### src/rtl/jtag_user_reg_bank.sv
// Addressed bank of JTAG user registers behind a BSCAN user chain (TCK domain).
// A fixed-length DR frame either writes one output channel or selects an input channel for readback.

module jtag_user_reg_chan #(
  parameter int              WIDTH    = 32,
  parameter logic [WIDTH-1:0] INIT_VAL = '0
) (
  input  logic             TCK,
  input  logic             RESET,
  input  logic             we,
  input  logic [WIDTH-1:0] wdata,
  output logic [WIDTH-1:0] q,
  output logic             strobe
);
  logic [WIDTH-1:0] q_q, q_d;
  logic             stb_q, stb_d;

  always_comb begin
    q_d   = we ? wdata : q_q;
    stb_d = we;
  end

  always_ff @(posedge TCK or posedge RESET) begin
    if (RESET) begin
      q_q   <= INIT_VAL;
      stb_q <= 1'b0;
    end else begin
      q_q   <= q_d;
      stb_q <= stb_d;
    end
  end

  assign q      = q_q;
  assign strobe = stb_q;
endmodule

module jtag_user_reg_bank #(
  parameter int               NUM_REGS = 4,
  parameter int               WIDTH    = 32,
  parameter int               ADDR_W   = 2,
  parameter logic [WIDTH-1:0] INIT_VAL = '0
) (
  input  logic                      TCK,
  input  logic                      RESET,
  input  logic                      iTDI,
  input  logic                      capture,
  input  logic                      shift,
  input  logic                      update,
  output logic                      oTDO,
  output logic [NUM_REGS*WIDTH-1:0] reg_out,
  output logic [NUM_REGS-1:0]       wr_strobe,
  input  logic [NUM_REGS*WIDTH-1:0] reg_in
);
  localparam int FRAME_LEN = WIDTH + ADDR_W + 2;
  localparam int CNT_W     = $clog2(FRAME_LEN + 2);

  typedef enum logic [1:0] {IDLE, SHIFTING, UPDATE} state_t;

  state_t                    state_q, state_d;
  logic [FRAME_LEN-1:0]      sr_q, sr_d;
  logic [CNT_W-1:0]          cnt_q, cnt_d;
  logic [ADDR_W-1:0]         rd_ptr_q, rd_ptr_d;
  logic                      addr_err_q, addr_err_d;
  logic                      frame_err_q, frame_err_d;
  logic [NUM_REGS*WIDTH-1:0] in_q, in_d;

  logic [WIDTH-1:0]  frm_data, rd_data;
  logic [ADDR_W-1:0] frm_addr;
  logic              frm_wr, frm_rd, addr_ok, frame_ok, upd_act;
  logic [NUM_REGS-1:0] we;

  assign frm_data = sr_q[WIDTH-1:0];
  assign frm_addr = sr_q[WIDTH +: ADDR_W];
  assign frm_wr   = sr_q[FRAME_LEN-2];
  assign frm_rd   = sr_q[FRAME_LEN-1];
  assign addr_ok  = {1'b0, frm_addr} < (ADDR_W+1)'(NUM_REGS);
  assign frame_ok = cnt_q == CNT_W'(FRAME_LEN);
  // Update only counts when it closes a frame opened by capture; capture outranks it.
  assign upd_act  = update && !capture && (state_q == SHIFTING);

  always_comb begin
    rd_data = '0;
    for (int n = 0; n < NUM_REGS; n++)
      if (rd_ptr_q == ADDR_W'(n)) rd_data = in_q[n*WIDTH +: WIDTH];
  end

  always_comb begin
    we = '0;
    for (int n = 0; n < NUM_REGS; n++)
      we[n] = upd_act && frame_ok && addr_ok && frm_wr && (frm_addr == ADDR_W'(n));
  end

  always_comb begin
    state_d     = state_q;
    sr_d        = sr_q;
    cnt_d       = cnt_q;
    rd_ptr_d    = rd_ptr_q;
    addr_err_d  = addr_err_q;
    frame_err_d = frame_err_q;
    in_d        = reg_in;
    if (state_q == UPDATE) state_d = IDLE;
    if (capture) begin
      // Status is read-to-clear: flags are reported in this frame and dropped.
      sr_d        = {frame_err_q, addr_err_q, rd_ptr_q, rd_data};
      cnt_d       = '0;
      addr_err_d  = 1'b0;
      frame_err_d = 1'b0;
      state_d     = SHIFTING;
    end else if (update) begin
      if (upd_act) begin
        state_d = UPDATE;
        if (!frame_ok)     frame_err_d = 1'b1;
        else if (!addr_ok) addr_err_d  = 1'b1;
        else if (frm_rd)   rd_ptr_d    = frm_addr;
      end
    end else if (shift) begin
      sr_d = {iTDI, sr_q[FRAME_LEN-1:1]};
      if (cnt_q != CNT_W'(FRAME_LEN + 1)) cnt_d = cnt_q + CNT_W'(1);
    end
  end

  always_ff @(posedge TCK or posedge RESET) begin
    if (RESET) begin
      state_q     <= IDLE;
      sr_q        <= '0;
      cnt_q       <= '0;
      rd_ptr_q    <= '0;
      addr_err_q  <= 1'b0;
      frame_err_q <= 1'b0;
      in_q        <= '0;
    end else begin
      state_q     <= state_d;
      sr_q        <= sr_d;
      cnt_q       <= cnt_d;
      rd_ptr_q    <= rd_ptr_d;
      addr_err_q  <= addr_err_d;
      frame_err_q <= frame_err_d;
      in_q        <= in_d;
    end
  end

  assign oTDO = sr_q[0];

  for (genvar n = 0; n < NUM_REGS; n++) begin : g_chan
    jtag_user_reg_chan #(.WIDTH(WIDTH), .INIT_VAL(INIT_VAL)) u_chan (
      .TCK    (TCK),
      .RESET  (RESET),
      .we     (we[n]),
      .wdata  (frm_data),
      .q      (reg_out[n*WIDTH +: WIDTH]),
      .strobe (wr_strobe[n])
    );
  end
endmodule
### config.mk
export PLATFORM = sky130hd
export DESIGN_NAME = jtag_user_reg_bank
export DESIGN_NICKNAME = d
export VERILOG_FILES = /design/src/rtl/jtag_user_reg_bank.sv
export SDC_FILE = /design/constraint.sdc
export NUM_CORES = 1
export LEC_CHECK = 0
export BUFFER_PORTS_ARGS = -buffer_cell sky130_fd_sc_hd__buf_2
export CORE_UTILIZATION = 25
export CTS_CLUSTER_DIAMETER = 150
export DETAILED_ROUTE_END_ITERATION = 6
export GPL_TIMING_DRIVEN = 0
export PLACE_DENSITY = 0.47
export SLEW_MARGIN = 0
export SYNTH_ARGS = -nofsm -noshare
export SYNTH_HDL_FRONTEND = slang
export SYNTH_HIERARCHICAL = 1
export SYNTH_SLANG_ARGS = --single-unit
### constraint.sdc
create_clock -name TCK -period 11.05 [get_ports TCK]
set_clock_uncertainty 0.2 [all_clocks]
set_input_delay 0.5525 -clock TCK [delete_from_list [all_inputs] [get_ports TCK]]
set_output_delay 0.5525 -clock TCK [all_outputs]
set_load 0.01 [all_outputs]
[After elaboration in Yosys (flattened, before gate mapping)]
Index checks and enable logic that the tools add are counted.
W data, S select, Z words.
Word-level totals
  flip-flop bits (word level): 307
  input bits: 134
  word-level logic and storage cells: 66
Cells by class
  add/subtract/negate cells: 1
  eq/ne operators: 12
  mux-type cells: 19
  bitwise gates (word level): 1
  reduce and logical (&&, ||, !) cells: 19
Operator list (count)
  $mux W32: 4
  $mux W36: 3
  $mux W6: 4
  $eq A2 B2 Y1 const B: 5
  $logic_and A1 B1 Y1: 8
  $mux W2: 4
  $reduce_bool A2 Y1: 4
  $add A6 B1 Y6 const B: 1
  $eq A2 B1 Y1 const B: 3
  $eq A6 B6 Y1 const B: 1
  $ne A6 B6 Y1 const B: 1
  $reduce_and A3 Y1: 2
  $reduce_and A5 Y1: 1
  $logic_not A2 Y1: 2
  $mux W1: 4
  $ne A2 B2 Y1 const B: 2
  $reduce_and A2 Y1: 1
  $logic_not A1 Y1: 1
  $not A1 Y1: 1

[Depth between registers and ports, before layout]
Gate-level depths: netlist of run 1.
  word-level depth: 6
  gate-level depth with buffers: 7
  depth with buffers taken out: 5

[Hierarchy]
The synthesis of run 1 kept the hierarchy.
By module, submodules not included
  jtag_user_reg_bank: instances 1, cells an instance 387, area an instance 6246.0 sq um, seq. area each 4379.2 sq um
  jtag_user_reg_chan: instances 4, cells an instance 70, area an instance 1373.8 sq um, seq. area each 825.8 sq um

[Worst setup path after synthesis of run 1]
No wires, ideal clock.
  path kind: input-to-reg
  start: input port capture
  end: register g_chan[0].u_chan.q_q[0]
  setup time: 0.125 ns
  arrival time: 1.955 ns
  required time: 10.725 ns
  slack: 8.770 ns
  stages: 7
  cell sequence: buf_2 > and4bb_1 > nand4_1 > nor3_1 > buf_6 > buf_12 > mux2_4
Between the ends
  word-level cells in the longest chain between the ends: 6
RTL lines
  start, declared: RTL line 46  | input logic capture,
  $logic_not A1 Y1: RTL line 79  | assign upd_act = update && !capture && (state_q == SHIFTING);
  $logic_and A1 B1 Y1 (2 in series): RTL line 79
  $logic_and A1 B1 Y1 (3 in series): RTL line 90  | we[n] = upd_act && frame_ok && addr_ok && frm_wr && (frm_addr == ADDR_W'(n));
  via we[0]: RTL line 70  | logic [NUM_REGS-1:0] we;
  end signal, assigned: RTL line 28  | q_q <= q_d;
  end, declared: RTL line 15  | logic [WIDTH-1:0] q_q, q_d;
The timed path passes the listed nets, and every way through them passes these cells.
A chain may end at the register's enable or synchronous reset.

[Final worst setup path of run 1]
  start: register cnt_q[3]
  end: register g_chan[3].u_chan.q_q[17]
Between the ends
  word-level cells in the longest chain between the ends: 4
RTL lines
  start, declared: RTL line 61  | logic [CNT_W-1:0] cnt_q, cnt_d;
  start signal, assigned: RTL line 134  | cnt_q <= cnt_d;
  $eq A6 B6 Y1: RTL line 77  | assign frame_ok = cnt_q == CNT_W'(FRAME_LEN);
  $logic_and A1 B1 Y1 (3 in series): RTL line 90
  via we[3]: RTL line 70
  end signal, assigned: RTL line 28
  end, declared: RTL line 15
The timed path passes the listed nets, and every way through them passes these cells.

==> results.md, run 1 <==
- Routed length per instance: between 15 and 20 µm
- Syn avg cell area: 17.6 µm²
- DP Cell Count: 1543
- Placed instance area: 0.0139 mm²
- Total gr overflow: 0
- Via count: ~7000
- Crit end category: flop
- Hold path start: iTDI
- Slew headroom: 0.457
- Reg area: 0.00768 mm²
- Postcts setup bufs: 0
- CP top delay family: simple AND/OR/NAND/NOR gates
- Final GP Congestion: roughly 0.74
- RR Startpoint: cnt_q[3]
- DR vias/cell: between 4 and 5
- Fin cells: 1737
- Register area share after synthesis: 0.654
- CP arrival: 2.65 ns
- FILL cells: 4480
- Net count after synthesis: around 800
- Critical path, cell by cell: and4bb_2 > nand4_1 > nor3_1 > buf_6 > buf_12 > mux2_4
- FMAX: about 400 MHz
- DRT antenna net count: 0
- TNS Setup: 0 ns
- DRT Pass-1 Iters: 6
- Synthesis Warnings: 6
- Die height: about 220 µm
- Final setup viols: 0
- Clock Pin Slew Worst Setup and Hold Paths: approximately 0.06 ns
- Area growth from synthesis to layout: 39.9%
- Total track usage: 0.137
- Clock root buffer: clkbuf_16
- Vias in the first global route: around 8000
- Nets: roughly 1200
- Status: finished, final reports clean
- Hold Path Class: input pin to flop
- CORE AREA: ~0.046 mm²
- Multi-input gate area: around 0.0036 mm²
- Total wirelength of the detailed-routed design: between 30000 and 40000 µm
- Mapped cell area: 0.0117 mm²
- Post-synth cell types: 33
- Fin crit share: 0.221
- Hold buffers post-CTS: 129
- Iteration-0 DRC Markers: between 200 and 300
- Worst-path cell with the longest stage delay: dfrtp_1
- Crit-path max FO: 10
- Design Area, Final: about 0.016 mm²
- Peak VDD IR: between 0.1 and 0.15 mV
- Startpoint types: flop
- Post-DP HPWL: around 22000 µm
- Cells after Synth: 667
- # port buffers: around 270
- Clk buf depth: 3
- Yosys reg bits: roughly 310
- Std-Cell Rows: 79
- Residual DRC count: 0
- Sink Count: between 300 and 400
- Worst Setup SP: cnt_q[3]
- Die Area: between 0.04 and 0.05 mm²
- Share of cells above drive strength 1: 0.466
- Cts repair resizes: 0
- CTS tree: built
- Worst setup margin: 8.61 ns
- Max Slew Vio Count: 0
- Worst path required time: about 11 ns
- RSZ-0062 raised after global routing: no
- Num CTS Buffers: 36
- Chip width: about 220 µm
- Minimum clock period: between 2 and 2.5 ns
- Antenna diodes: 0
- Clock latency on the worst-skew pair: around 0.54 ns
- First-pass GRT wire length: about 49000 µm
- Crit path buffers/inverters: 2
- Critical path type: flop to flop
- Initial antenna violation count: 0
- Pin count of the biggest net entering global routing: 97
- Leak Pwr: a little over 8 nW
- CP max stage delay: around 0.42 ns
- Starting density of the core: 0.253
- Max H-tree Level: 2
- Placement Setup Slack: 8.35 ns
- Pwr Density: 155 mW/mm²
- MaxCap Viol Count: 0
- I/O pin total: 267
- Endpoints failing hold: 0
- Worst-Margin Slew: around 0.81 ns
## cell usage after synthesis
cell,instances,area (µm²)
dfrtp_1,307,7680
mux2_4,120,1800
nand2_1,39,146
mux2i_1,36,360
o21ai_1,36,180
mux4_2,32,721
buf_12,12,240
buf_2,10,50.1
inv_1,9,33.8
mux2_2,9,101
buf_6,8,90.1
clkbuf_1,6,22.5
a21oi_1,4,20.0
nand2b_1,4,25.0
nor2_1,4,15.0
nor3_1,4,20.0
ha_1,3,37.5
mux2_1,3,33.8
nand4_1,3,18.8
nor2b_1,3,18.8
buf_4,2,15.0
o31ai_1,2,15.0
a211o_1,1,8.76
a211oi_1,1,7.51
a21boi_1,1,7.51
a21o_1,1,7.51
and3_1,1,6.26
and4bb_1,1,12.5
and4bb_2,1,12.5
nand3_1,1,5.00
nor3b_1,1,7.51
o21ba_1,1,10.0
or4_1,1,7.51
## power breakdown
group	internal [mW]	switching, mW	leakage, nW	total (mW)
sequential	1.16	0.0386	3.93	1.20
combinational	0.0761	0.0640	3.51	0.140
clock	0.723	0.476	0.600	1.20
## cells in the final DEF, fill, tap and decap left out, types with 2 or more instances in the layout
master and n:
dfrtp_1 307, buf_2 275, dlygate4sd3_1 129, mux2_4 120
nand2_1 39, clkbuf_16 38, mux2i_1 36, o21ai_1 36
mux4_2 32, buf_12 15, clkbuf_1 12, mux2_2 9
clkinv_2 9, buf_6 8, clkbuf_8 7, inv_1 4
nand2b_1 4, nor3_1 4, nor2_1 4, a21oi_1 4
inv_2 4, nand4_1 3, mux2_1 3, nor2b_1 3
ha_1 3, o31ai_1 2, buf_4 2, bufinv_16 2
## cells by family after synthesis
kind of cell             synth area share
AO/OA/AOI/OAI                      0.0218
flip-flops                          0.654
multiplexers                        0.257
buffers and inverters              0.0385
adder cells (fa/ha/maj)           0.00320
AND/OR/NAND/NOR                    0.0251
## area by class of cell
cell class,count,area share
clock inverter,14,0.00838
buffer,38,0.0254
inverter,9,0.00251
timing repair buffer,398,0.165
sequential,307,0.468
clock buffer,51,0.0651
tap,607,0.0463
multi-input combinational,313,0.220
## worst register-to-register path, delay by kind of cell (launching register included)
family | cells | cell delay, ns
flops | 1 | 0.42
simple gates | 3 | 1.00
mux | 1 | 0.31
buf+inv | 2 | 0.39
## metal layers
layer  share of wire  global-route usage  up-vias  wire length, µm
met5               0                   0        -                0
met4           0.026              0.0535        0              828
met3           0.049              0.0266       49             1560
met2            0.46               0.209      189            14700
met1            0.47               0.190     3560            14900
li1                -                   -     3228                -
## worst paths after layout
| path | slack, ns | cells after the start | end |
|---|---|---|---|
| max in group asynchronous | 9.27 | 4 | in_q[43] |
| worst max register to register | 8.61 | 6 | g_chan[3].u_chan/q[17] |
| worst min-delay path | 0.1 | 3 | sr_q[35] |
| worst min register to register | 0.30 | 2 | sr_q[35] |
| worst max-delay path | 8.61 | 6 | g_chan[3].u_chan/q[17] |
| min in group asynchronous | 0.35 | 3 | g_chan[2].u_chan/q[4] |
## through the flow
step	hold WS (ns)	total power, mW	util
3_5_place_dp	0.289	1.33	0.300
5_1_grt	0.107	2.65	0.353
6_report	0.0968	2.54	0.353
2_1_floorplan	0.256	1.26	-
4_1_cts	0.0603	2.59	0.353
3_3_place_gp	0.271	1.32	0.298
## sequential cells by signal, summed over array words and instances, names as in the netlist
| register | flops |
|---|---|
| g_chan.u_chan/q | 128 |
| in_q | 128 |
| sr_q | 36 |
| cnt_q | 6 |
| g_chan.u_chan/strobe | 4 |
| rd_ptr_q | 2 |
| state_q | 2 |
| frame_err_q | 1 |
Power figures use the tool's default switching activity.
==> inputs of run 2 (changes only) <==
--- a/config.mk
+++ b/config.mk
@@ -10,7 +10,7 @@
 export CTS_CLUSTER_DIAMETER = 150
 export DETAILED_ROUTE_END_ITERATION = 6
 export GPL_TIMING_DRIVEN = 0
-export PLACE_DENSITY = 0.47
+export PLACE_DENSITY = 0.49
 export SLEW_MARGIN = 0
 export SYNTH_ARGS = -nofsm -noshare
 export SYNTH_HDL_FRONTEND = slang
==> constraint.sdc (replaced) <==
create_clock -name TCK -period 2.1 [get_ports TCK]
set_clock_uncertainty 0.2 [all_clocks]
set_input_delay 0.105 -clock TCK [delete_from_list [all_inputs] [get_ports TCK]]
set_output_delay 0.105 -clock TCK [all_outputs]
set_load 0.01 [all_outputs]
==> run 2 against run 1 <==
Effect of this change: the run now ends with negative setup slack left; via count rose by 12%; core utilization rose by 4.1 points; global-route usage rose by 1.3 points; first-iteration DRC count rose by 8.2%; register-to-register slack got worse by 8.7 ns; cell count rose by 9.6%; worst hold slack got worse by 0.062 ns.
==> results.md, run 2 (synthesized netlist as in run 1, its figures left out) <==
- Num CTS Buffers: 37 (was 36)
- Iteration-0 DRC Markers: 315 (was 291)
- MaxCap Viol Count: 0 (unchanged)
- FMAX: 465 MHz (was 409 MHz)
- Die Area: 0.0478 mm² (unchanged)
- DRT Pass-1 Iters: 4 (was 6)
- Residual DRC count: 0 (unchanged)
- Die height: 219 µm (unchanged)
- Std-Cell Rows: 79 (unchanged)
- Status: complete, but fails checks (was finished, final reports clean)
- Pwr Density: 749 mW/mm² (was 155 mW/mm²)
- Nets: 1403 (was 1240)
- Max Slew Vio Count: 0 (unchanged)
- Design Area, Final: 0.0183 mm² (was 0.0164 mm²)
- Min Hold Slack: 0.0349 ns (was 0.0968 ns)
- Clk buf depth: 3 (unchanged)
- Total wirelength of the detailed-routed design: 36000 µm (was 32000 µm)
- Startpoint types: flop (unchanged)
- I/O pin total: 267 (unchanged)
- Pin count of the biggest net entering global routing: 41 (was 97)
- Grt met1 use: 0.197 (was 0.190)
- Final GP Congestion: 0.724 (was 0.737)
- Sink Count: 307 (unchanged)
- Initial antenna violation count: 1 (was 0)
- Endpoints failing hold: 0 (unchanged)
- First-pass GRT wire length: 53500 µm (was 48500 µm)
- Failing checks: negative setup slack
- Clock root buffer: clkbuf_16 (unchanged)
- Crit-path max FO: 8 (was 10)
- Worst setup margin: -0.0493 ns (was 8.61 ns)
- Fin crit share: 1.02 (was 0.221)
- Via count: 7851 (was 7026)
- Most Crowded Layer GR: met2 (unchanged)
- Total track usage: 0.150 (was 0.137)
- Clock latency on the worst-skew pair: 0.56 ns (was 0.54 ns)
- Hold Path Class: input pin to flop (unchanged)
- DR vias/cell: 4.12 (was 4.04)
- Chip width: 219 µm (unchanged)
- Leak Pwr: 8.83 nW (was 8.04 nW)
- Worst-Margin Slew: 0.811 ns (was 0.815 ns)
- Peak VDD IR: 0.691 mV (was 0.106 mV)
- Total Power: 13.7 mW (was 2.54 mW)
- Placed instance area: 0.0140 mm² (was 0.0139 mm²)
- Slew headroom: 0.459 (was 0.457)
- R2R setup slack: -0.05 ns (was 8.61 ns)
- Share of cells above drive strength 1: 0.433 (was 0.466)
- Crit end category: flop (unchanged)
- Routed length per instance: 18.9 µm (was 18.4 µm)
- Worst path required time: 2.33 ns (was 11.26 ns)
- CORE AREA: 0.0465 mm² (unchanged)
- Met3 usage: 0.0348 (was 0.0266)
- DRT antenna net count: 0 (unchanged)
- Max H-tree Level: 2 (unchanged)
- # port buffers: 265 (unchanged)
- Met2 Resource Use GR: 0.242 (was 0.209)
- Starting density of the core: 0.253 (unchanged)
- Post-DP HPWL: 22300 µm (about the same)
- Total gr overflow: 0 (unchanged)
- Most frequent cells in the layout: 307 x dfrtp_1, 275 x buf_2, 265 x dlygate4sd3_1 (was 307 x dfrtp_1, 275 x buf_2, 129 x dlygate4sd3_1)
- CP arrival: 2.38 ns (was 2.65 ns)
- Final setup viols: 66 (was 0)
- Most common cell after layout, fill and taps aside: dfrtp_1 (unchanged)
- Clock Pin Slew Worst Setup and Hold Paths: 0.06 ns (about the same)
- Placement Setup Slack: -0.330 ns (was 8.35 ns)
- Vias in the first global route: 8693 (was 7788)
- CTS tree: built (unchanged)
- Critical path type: flop to flop (unchanged)
- Area growth from synthesis to layout: 56.0% (was 39.9%)
- Minimum clock period: 2.15 ns (was 2.44 ns)
- RSZ-0062 raised after global routing: yes (was no)
[run 2: cell types whose count changed in the layout (fill, tap and decap cells not counted), moves of 3 or more]
cell,before,now
clkinv_2,9,4
nor3_4,0,4
buf_12,15,22
nor3_1,4,0
dlygate4sd3_1,129,265
mux2_2,9,6
clkinvlp_4,1,7
mux2_4,120,123
buf_4,2,10
clkbuf_16,38,46
[run 2: report_power, final]
part	internal (mW)	total (mW)	switching, mW
combinational	0.586	0.973	0.387
clock	3.76	6.44	2.68
sequential	6.11	6.31	0.203
total	10.5	13.7	3.27
[run 2: final cells by class]
| type | count | area [µm²] |
|---|---|---|
| Clock buffer | 50 | 1030 |
| Sequential cell | 307 | 7680 |
| Timing Repair Buffer | 560 | 4490 |
| Buffer | 38 | 445 |
| Inverter | 9 | 37.5 |
| Antenna cell | 2 | 5.00 |
| Multi-Input combinational cell | 313 | 3670 |
| Tap cell | 607 | 759 |
| Fill cell | 4345 | 28100 |
| Clock inverter | 18 | 195 |
[run 2: metal layers]
layer  share of wire  vias to the layer above
li1                -                     3563
met3           0.051                       55
met5               0                        -
met2            0.48                      218
met4           0.025                        0
met1            0.44                     4015
[run 2: timing repair]
action / CTS / global route
hold endpoints to repair: 338 / 0
gates cloned: 1 / 9
hold buffers: 266 / 0
gates resized for setup: 9 / 18
setup buffers: 8 / 4
setup endpoints to repair: 128 / 138
pin swaps: 2 / 1
[run 2: final timing paths]
kind | startpoint | end | cells past startpoint
max | state_q[1] | g_chan[1].u_chan/q[28] | 7
min | reg_in[103] | in_q[103] | 2
max reg2reg | state_q[1] | g_chan[1].u_chan/q[28] | 7
min reg2reg | frame_err_q | frame_err_q | 1
max in group asynchronous | RESET | in_q[72] | 6
min in group asynchronous | RESET | sr_q[3] | 3
[run 2: per-stage QoR]
| stage | setup TNS (ns) | instances | util |
|---|---|---|---|
| final | -1.38 | 1904 | 0.394 |
| after global routing | -11.74 | 1903 | 0.394 |
| after CTS | -1.11 | 1889 | 0.387 |
| after detailed placement | -36.99 | 1546 | 0.301 |
| after global placement | -304.17 | 1539 | 0.298 |
| after floorplan | -77.64 | 667 | - |
[run 2: critical path, stage by stage, from the launching register on]
cell and delay [ns]:
dfrtp_1 0.39, and4bb_1 0.30, nand4_1 0.12, buf_6 0.16
nor3_4 0.18, buf_12 0.20, clkbuf_16 0.17, mux2_4 0.29
